File: config.mk
export PLATFORM = sky130hd
export DESIGN_NAME = stopwatch_cmd_arbiter_flat
export DESIGN_NICKNAME = d
export VERILOG_FILES = /design/src/rtl/stopwatch_cmd_arbiter_if.sv /design/src/rtl/stopwatch_cmd_arbiter.sv /design/src/flat_wrapper.sv
export SDC_FILE = /design/constraint.sdc
export NUM_CORES = 1
export LEC_CHECK = 0
export BUFFER_PORTS_ARGS = -buffer_cell sky130_fd_sc_hd__buf_2
export CAP_MARGIN = 0
export CORE_MARGIN = 2
export CORE_UTILIZATION = 50
export DETAILED_ROUTE_END_ITERATION = 16
export PLACE_DENSITY = 0.73
export SLEW_MARGIN = 40
export SYNTH_ARGS = -nofsm -noshare
export SYNTH_HDL_FRONTEND = slang
export SYNTH_SLANG_ARGS = --single-unit
File: constraint.sdc
create_clock -name clk -period 2.2 [get_ports clk]
set_clock_uncertainty 0.1 [all_clocks]
set_input_delay 0.44 -clock clk [delete_from_list [all_inputs] [get_ports clk]]
set_output_delay 0.44 -clock clk [all_outputs]
set_load 0.03 [all_outputs]
File: src/rtl/stopwatch_cmd_arbiter_if.sv
// Command/status bundle between two stopwatch command requesters, the arbiter and the stopwatch core.
// The slave side is the arbiter; the master side is the requesters plus the core.
interface stopwatch_cmd_arbiter_if;
   logic       req0_valid;
   logic [1:0] req0_cmd;
   logic       req0_ready;
   logic       req1_valid;
   logic [1:0] req1_cmd;
   logic       req1_ready;
   logic [1:0] sw_status;
   logic       sw_start;
   logic       sw_stop;
   logic       sw_reset;
   logic       tick;
   logic       grant_id;
   logic       cmd_err;

   modport slave (
      input  req0_valid, req0_cmd, req1_valid, req1_cmd, sw_status,
      output req0_ready, req1_ready, sw_start, sw_stop, sw_reset, tick, grant_id, cmd_err
   );

   modport master (
      output req0_valid, req0_cmd, req1_valid, req1_cmd, sw_status,
      input  req0_ready, req1_ready, sw_start, sw_stop, sw_reset, tick, grant_id, cmd_err
   );
endinterface

File: src/rtl/stopwatch_cmd_arbiter.sv
// Round-robin arbiter between a button path and a host path that issues filtered start/stop/clear
// pulses to a stopwatch core and paces it with a prescaled tick while it is running.
module stopwatch_cmd_arbiter #(
   parameter int unsigned CLK_DIV = 100,
   parameter int unsigned HOLDOFF = 2
) (
   input  logic                   clk,
   input  logic                   rst,
   stopwatch_cmd_arbiter_if.slave bus
);

   localparam int unsigned PW = (CLK_DIV > 2) ? $clog2(CLK_DIV) : 1;
   localparam int unsigned HW = (HOLDOFF > 1) ? $clog2(HOLDOFF) : 1;

   localparam logic [1:0] CMD_START = 2'b00;
   localparam logic [1:0] CMD_STOP  = 2'b01;
   localparam logic [1:0] CMD_CLEAR = 2'b10;
   localparam logic [1:0] ST_IDLE   = 2'b00;
   localparam logic [1:0] ST_RUN    = 2'b01;
   localparam logic [1:0] ST_PAUSED = 2'b10;

   typedef enum logic [1:0] {ARB, ISSUE, HOLD} state_t;

   state_t          state_q, state_d;
   logic [HW-1:0]   hold_q, hold_d;
   logic            prio1_q, prio1_d;
   logic            grant_q, grant_d;
   logic            start_q, start_d;
   logic            stop_q, stop_d;
   logic            clear_q, clear_d;
   logic            err_q, err_d;
   logic            tick_q, tick_d;
   logic [PW-1:0]   presc_q, presc_d;
   logic            ready0_c, ready1_c;
   logic [1:0]      sel_cmd;

   // State and output registers
   always_ff @(posedge clk or posedge rst) begin
      if (rst) begin
         state_q <= ARB;
         hold_q  <= '0;
         prio1_q <= 1'b0;
         grant_q <= 1'b0;
         start_q <= 1'b0;
         stop_q  <= 1'b0;
         clear_q <= 1'b0;
         err_q   <= 1'b0;
         tick_q  <= 1'b0;
         presc_q <= '0;
      end else begin
         state_q <= state_d;
         hold_q  <= hold_d;
         prio1_q <= prio1_d;
         grant_q <= grant_d;
         start_q <= start_d;
         stop_q  <= stop_d;
         clear_q <= clear_d;
         err_q   <= err_d;
         tick_q  <= tick_d;
         presc_q <= presc_d;
      end
   end

   // Arbitration, command filtering and issue/holdoff sequencing
   always_comb begin
      state_d  = state_q;
      hold_d   = hold_q;
      prio1_d  = prio1_q;
      grant_d  = grant_q;
      start_d  = 1'b0;
      stop_d   = 1'b0;
      clear_d  = 1'b0;
      err_d    = 1'b0;
      ready0_c = 1'b0;
      ready1_c = 1'b0;
      sel_cmd  = CMD_START;

      case (state_q)
         ARB: begin
            // Ready is withheld while rst is asserted so nothing is accepted during reset
            ready0_c = !rst && bus.req0_valid && (!bus.req1_valid || !prio1_q);
            ready1_c = !rst && bus.req1_valid && (!bus.req0_valid ||  prio1_q);
            if (ready0_c || ready1_c) begin
               state_d = ISSUE;
               grant_d = ready1_c;
               prio1_d = ready0_c;
               sel_cmd = ready1_c ? bus.req1_cmd : bus.req0_cmd;
               case (sel_cmd)
                  CMD_START: start_d = (bus.sw_status == ST_IDLE) || (bus.sw_status == ST_PAUSED);
                  CMD_STOP:  stop_d  = (bus.sw_status == ST_RUN);
                  CMD_CLEAR: clear_d = 1'b1;
                  default:   err_d   = 1'b1;
               endcase
            end
         end
         ISSUE: begin
            if (HOLDOFF == 0) begin
               state_d = ARB;
            end else begin
               state_d = HOLD;
               hold_d  = '0;
            end
         end
         HOLD: begin
            if (hold_q == HW'(HOLDOFF - 1)) begin
               state_d = ARB;
            end else begin
               hold_d = hold_q + 1'b1;
            end
         end
         default: state_d = ARB;
      endcase
   end

   // Tick prescaler: advances only while the core runs, cleared around a clear pulse
   always_comb begin
      presc_d = presc_q;
      tick_d  = 1'b0;
      if (clear_d || clear_q) begin
         presc_d = '0;
      end else if (bus.sw_status == ST_RUN) begin
         presc_d = (presc_q == PW'(CLK_DIV - 1)) ? '0 : presc_q + 1'b1;
         tick_d  = (presc_d == PW'(CLK_DIV - 1));
      end
   end

   assign bus.req0_ready = ready0_c;
   assign bus.req1_ready = ready1_c;
   assign bus.sw_start   = start_q;
   assign bus.sw_stop    = stop_q;
   assign bus.sw_reset   = clear_q;
   assign bus.tick       = tick_q;
   assign bus.grant_id   = grant_q;
   assign bus.cmd_err    = err_q;

endmodule

File: src/flat_wrapper.sv
// flat-port wrapper written by rule: the top's interface ports become plain ports
module stopwatch_cmd_arbiter_flat 
#(
   parameter int unsigned CLK_DIV = 100,
   parameter int unsigned HOLDOFF = 2
)
  (clk, rst, bus_req0_valid, bus_req0_cmd, bus_req1_valid, bus_req1_cmd, bus_sw_status, bus_req0_ready, bus_req1_ready, bus_sw_start, bus_sw_stop, bus_sw_reset, bus_tick, bus_grant_id, bus_cmd_err);
  stopwatch_cmd_arbiter_if bus_i ();
  input  logic clk;
  input  logic rst;
  input wire logic [$bits(bus_i.req0_valid)-1:0] bus_req0_valid;
  input wire logic [$bits(bus_i.req0_cmd)-1:0] bus_req0_cmd;
  input wire logic [$bits(bus_i.req1_valid)-1:0] bus_req1_valid;
  input wire logic [$bits(bus_i.req1_cmd)-1:0] bus_req1_cmd;
  input wire logic [$bits(bus_i.sw_status)-1:0] bus_sw_status;
  output wire logic [$bits(bus_i.req0_ready)-1:0] bus_req0_ready;
  output wire logic [$bits(bus_i.req1_ready)-1:0] bus_req1_ready;
  output wire logic [$bits(bus_i.sw_start)-1:0] bus_sw_start;
  output wire logic [$bits(bus_i.sw_stop)-1:0] bus_sw_stop;
  output wire logic [$bits(bus_i.sw_reset)-1:0] bus_sw_reset;
  output wire logic [$bits(bus_i.tick)-1:0] bus_tick;
  output wire logic [$bits(bus_i.grant_id)-1:0] bus_grant_id;
  output wire logic [$bits(bus_i.cmd_err)-1:0] bus_cmd_err;
  assign bus_i.req0_valid = bus_req0_valid;
  assign bus_i.req0_cmd = bus_req0_cmd;
  assign bus_i.req1_valid = bus_req1_valid;
  assign bus_i.req1_cmd = bus_req1_cmd;
  assign bus_i.sw_status = bus_sw_status;
  assign bus_req0_ready = bus_i.req0_ready;
  assign bus_req1_ready = bus_i.req1_ready;
  assign bus_sw_start = bus_i.sw_start;
  assign bus_sw_stop = bus_i.sw_stop;
  assign bus_sw_reset = bus_i.sw_reset;
  assign bus_tick = bus_i.tick;
  assign bus_grant_id = bus_i.grant_id;
  assign bus_cmd_err = bus_i.cmd_err;
  stopwatch_cmd_arbiter #(.CLK_DIV(CLK_DIV), .HOLDOFF(HOLDOFF)) u_core (.clk(clk), .rst(rst), .bus(bus_i));
endmodule
==> impl_metrics.py <==
metrics = {
    "floorplanning": {
        "die_w_um": 48.3,
        "fp.coreArea_sq_um": 1900,
        "die_area_sq_um": 2330,
        "die_y_um": 48.3,
        "row_count": 16,
        "num_io_pins": 18,
        "start_util_pct": 51.6,
    },
    "placement": {
        "dpl.cell_count": 144,
        "pre_cts_ws_ns": 0.324,
        "dp_hpwl_um": 1560,
        "port_buffers": 17,
        "place_congestion": 0.797,
    },
    "synth": {
        "syn_area_sq_um": 981,
        "async_reset_ff_share_pct": 100,
        "synth_edf_count": 0,
        "yosysTopAreaCellShare_pct": 43.4,
        "synthTopCellsByCount": "17 x dfrtp_1, 7 x inv_1, 7 x nor3_1, 6 x nand2_1",
        "seq_area_frac_synth_pct": 43.4,
        "synth.distinct_cells": 37,
        "synth-main-ff-cell": "dfrtp_1",
        "yosys.area.top_type": "dfrtp_1",
        "synth-seq-cells": 17,
        "synthCells": 99,
        "synth_area_leaders": "dfrtp_1 43%, ha_1 6.4%, nor3_1 3.6%",
        "synth.net_count": 114,
        "synth_most_common_cell": "dfrtp_1",
        "ys.warnings.count": 0,
        "postSynthAreaPerCell_sq_um": 9.91,
    },
    "timing": {
        "worst_pin_slew_ns": 0.356,
        "slew_headroom_pct": 76.3,
        "max_freq_mhz": 491,
        "rsz0062_at_grt": "false",
        "drv_slew": 0,
        "setup_ws_ns": 0.162,
        "finalCritPeriodShare_pct": 92.6,
        "finalHoldViolCount": 0,
        "period_needed_ns": 2.04,
        "tns_ns": 0,
        "final-setup-viol-count": 0,
    },
    "routing": {
        "routed_wl_um": 2040,
        "drcViolationCount": 0,
        "via_count": 837,
        "drtPass1Iterations": 4,
        "detail-route-antenna-nets": 0,
        "wl_per_cell_um": 13.6,
        "avgViaCountPerCell": 5.58,
        "drt_iter0_markers": 18,
    },
    "hold_path": {
        "min_path_type": "in2async",
    },
    "clock_tree": {
        "cts_made_buffers": 3,
        "cts-htree-levels": 1,
        "cts_buffer_depth": 2,
        "clk_latency_ns": 0.29,
        "cts.root.buffer_cell": "clkbuf_4",
        "worst_setup_hold_path_clk_slew_ns": 0.10,
        "tritoncts": "built",
        "clkSinkCount": 17,
    },
    "power_and_ir_drop": {
        "powerDensity_nw_per_um2": 953,
        "p_leak_nw": 0.545,
        "vdd_drop_max_mv": 0.603,
    },
    "grt": {
        "grt_pass1_wl_um": 3060,
        "overflow": 0,
        "grt_pass1_vias": 697,
        "grt_max_degree": 14,
        "antenna_found_initial": 0,
        "grt_usage_pct": 19.8,
    },
    "outcome": {
        "status": "finished, final reports clean",
    },
    "critical_path": {
        "slowest_delay_ns": 0.41,
        "critPathCaptureType": "output pin",
        "crit_slowest_cell": "dfrtp_1",
        "crit_path_max_fanout": 5,
        "start_kind": "register",
        "critPathKind": "reg2out",
        "crit_path_end": "bus_req1_ready",
        "path_cells": "inv_1, ha_2, o211ai_4, nor2_2, clkbuf_4",
        "reg2reg_to": "u_core.bus.tick$_DFF_PP0_",
        "critPathRequiredTime_ns": 1.66,
        "r2r_setup_slack_ns": 0.45,
        "critPathLaunch": "u_core.state_q[0]$_DFFE_PP0P_",
        "ff2ff_path_depth": 5,
        "crit-reg2reg-launch": "u_core.presc_q[1]$_DFFE_PP0P_",
        "arrival_ns": 1.50,
    },
    "cells_and_area": {
        "antennaDiodeCount": 0,
        "finalNetCount": 139,
        "register_area_sq_um": 425,
        "area_delta_synth_final_pct": 20.2,
        "drive_above_1_share_pct": 27.6,
        "multi_input_area_sq_um": 538,
        "final_util_pct": 62.0,
        "fin_cells": 150,
        "n_fill_cell": 173,
    },
    "job": {
        "cap_violations": 0,
    },
}
==> cell families after synthesis <==
logic type      share of synthesized area (%)
compound gates                           20.2
xor+xnor                                 1.79
fa+ha+maj                                6.38
buf+inv                                  3.44
flops                                    43.4
mux                                      4.34
simple gates                             20.5
==> sequential cells by signal (all words and copies together), names as in the netlist <==
signal	count
u_core.bus.sw_start	1
u_core.state_q	2
u_core.hold_q	1
u_core.bus.cmd_err	1
u_core.bus.sw_reset	1
u_core.bus.tick	1
u_core.presc_q	7
u_core.bus.grant_id	1
u_core.bus.sw_stop	1
u_core.prio1_q	1
==> per-layer routing <==
metal / GRT usage (%) / wire, um / vias up
li1: - / - / 413
met1: 25.3 / 941 / 406
met2: 31.6 / 1000 / 16
met3: 5.56 / 71 / 2
met4: 8.11 / 21 / 0
met5: 0 / 0 / -
==> how the worst min path moves through the flow <==
stage | depth (start not counted) | endpoint | slack (ns)
after global placement | 2 | u_core.bus.grant_id$_DFFE_PP0P_ | 0.25
final | 3 | u_core.bus.tick$_DFF_PP0_ | 0.13
after detailed placement | 2 | u_core.bus.grant_id$_DFFE_PP0P_ | 0.25
after floorplan | 1 | u_core.bus.cmd_err$_DFF_PP0_ | 0.31
after global routing | 3 | u_core.presc_q[4]$_DFFE_PP0P_ | 0.15
after CTS | 3 | u_core.bus.tick$_DFF_PP0_ | 0.11
==> through the flow <==
stage	area (sq um)	hold slack, ns	power [mW]
3_3_place_gp	1120	0.249	0.927
4_1_cts	1160	0.108	1.11
6_report	1180	0.134	1.12
5_1_grt	1180	0.147	1.23
2_1_floorplan	986	0.312	0.820
3_5_place_dp	1120	0.249	0.944
==> placed cells by master (no fill, tap or decap), types with 2 or more instances in the layout <==
cell type and n:
inv_1 7, o21a_1 3, dfrtp_1 17, buf_4 4, mux2_2 2, nand4_1 2
o21ai_0 4, nor3_1 7, ha_1 4, nand3_1 5, a21oi_1 4, buf_2 16
mux2i_1 2, a21boi_0 2, a211oi_1 3, nor2_1 2, clkbuf_4 4, nand2_1 6
nor2b_1 3, nor4_1 2, nand2b_1 2
==> power by group <==
group          switching, mW  internal, mW  leakage (nW)  total (mW)
Combinational          0.256         0.214         0.308       0.470
Clock                 0.0961        0.0677        0.0177       0.164
Sequential            0.0977         0.392         0.220       0.490
Total                  0.450         0.674         0.545        1.12
==> area by class of cell <==
class                      count  area share [%]
tap                           27            2.87
sequential                    17            36.1
inverter                       7            2.23
clock inverter                 1           0.425
clock buffer                   3            1.91
multi-input combinational     73            45.6
timing repair buffer          22            10.8
==> worst max-delay path: cells and delay by family (launching register included) <==
family          cells  cell delay, ns
compound gates      1            0.12
buf+inv             2            0.31
flops               1            0.41
simple gates        1            0.14
fa+ha+maj           1            0.23
==> repair_timing <==
item                                   in CTS  in global routing
setup endpoints to repair                   0                  2
hold buffers                                1                  0
endpoints found under the hold margin       2                  0
setup buffers                               0                  1
resized for setup                           0                  3
(Power assumes the default switching activity.)
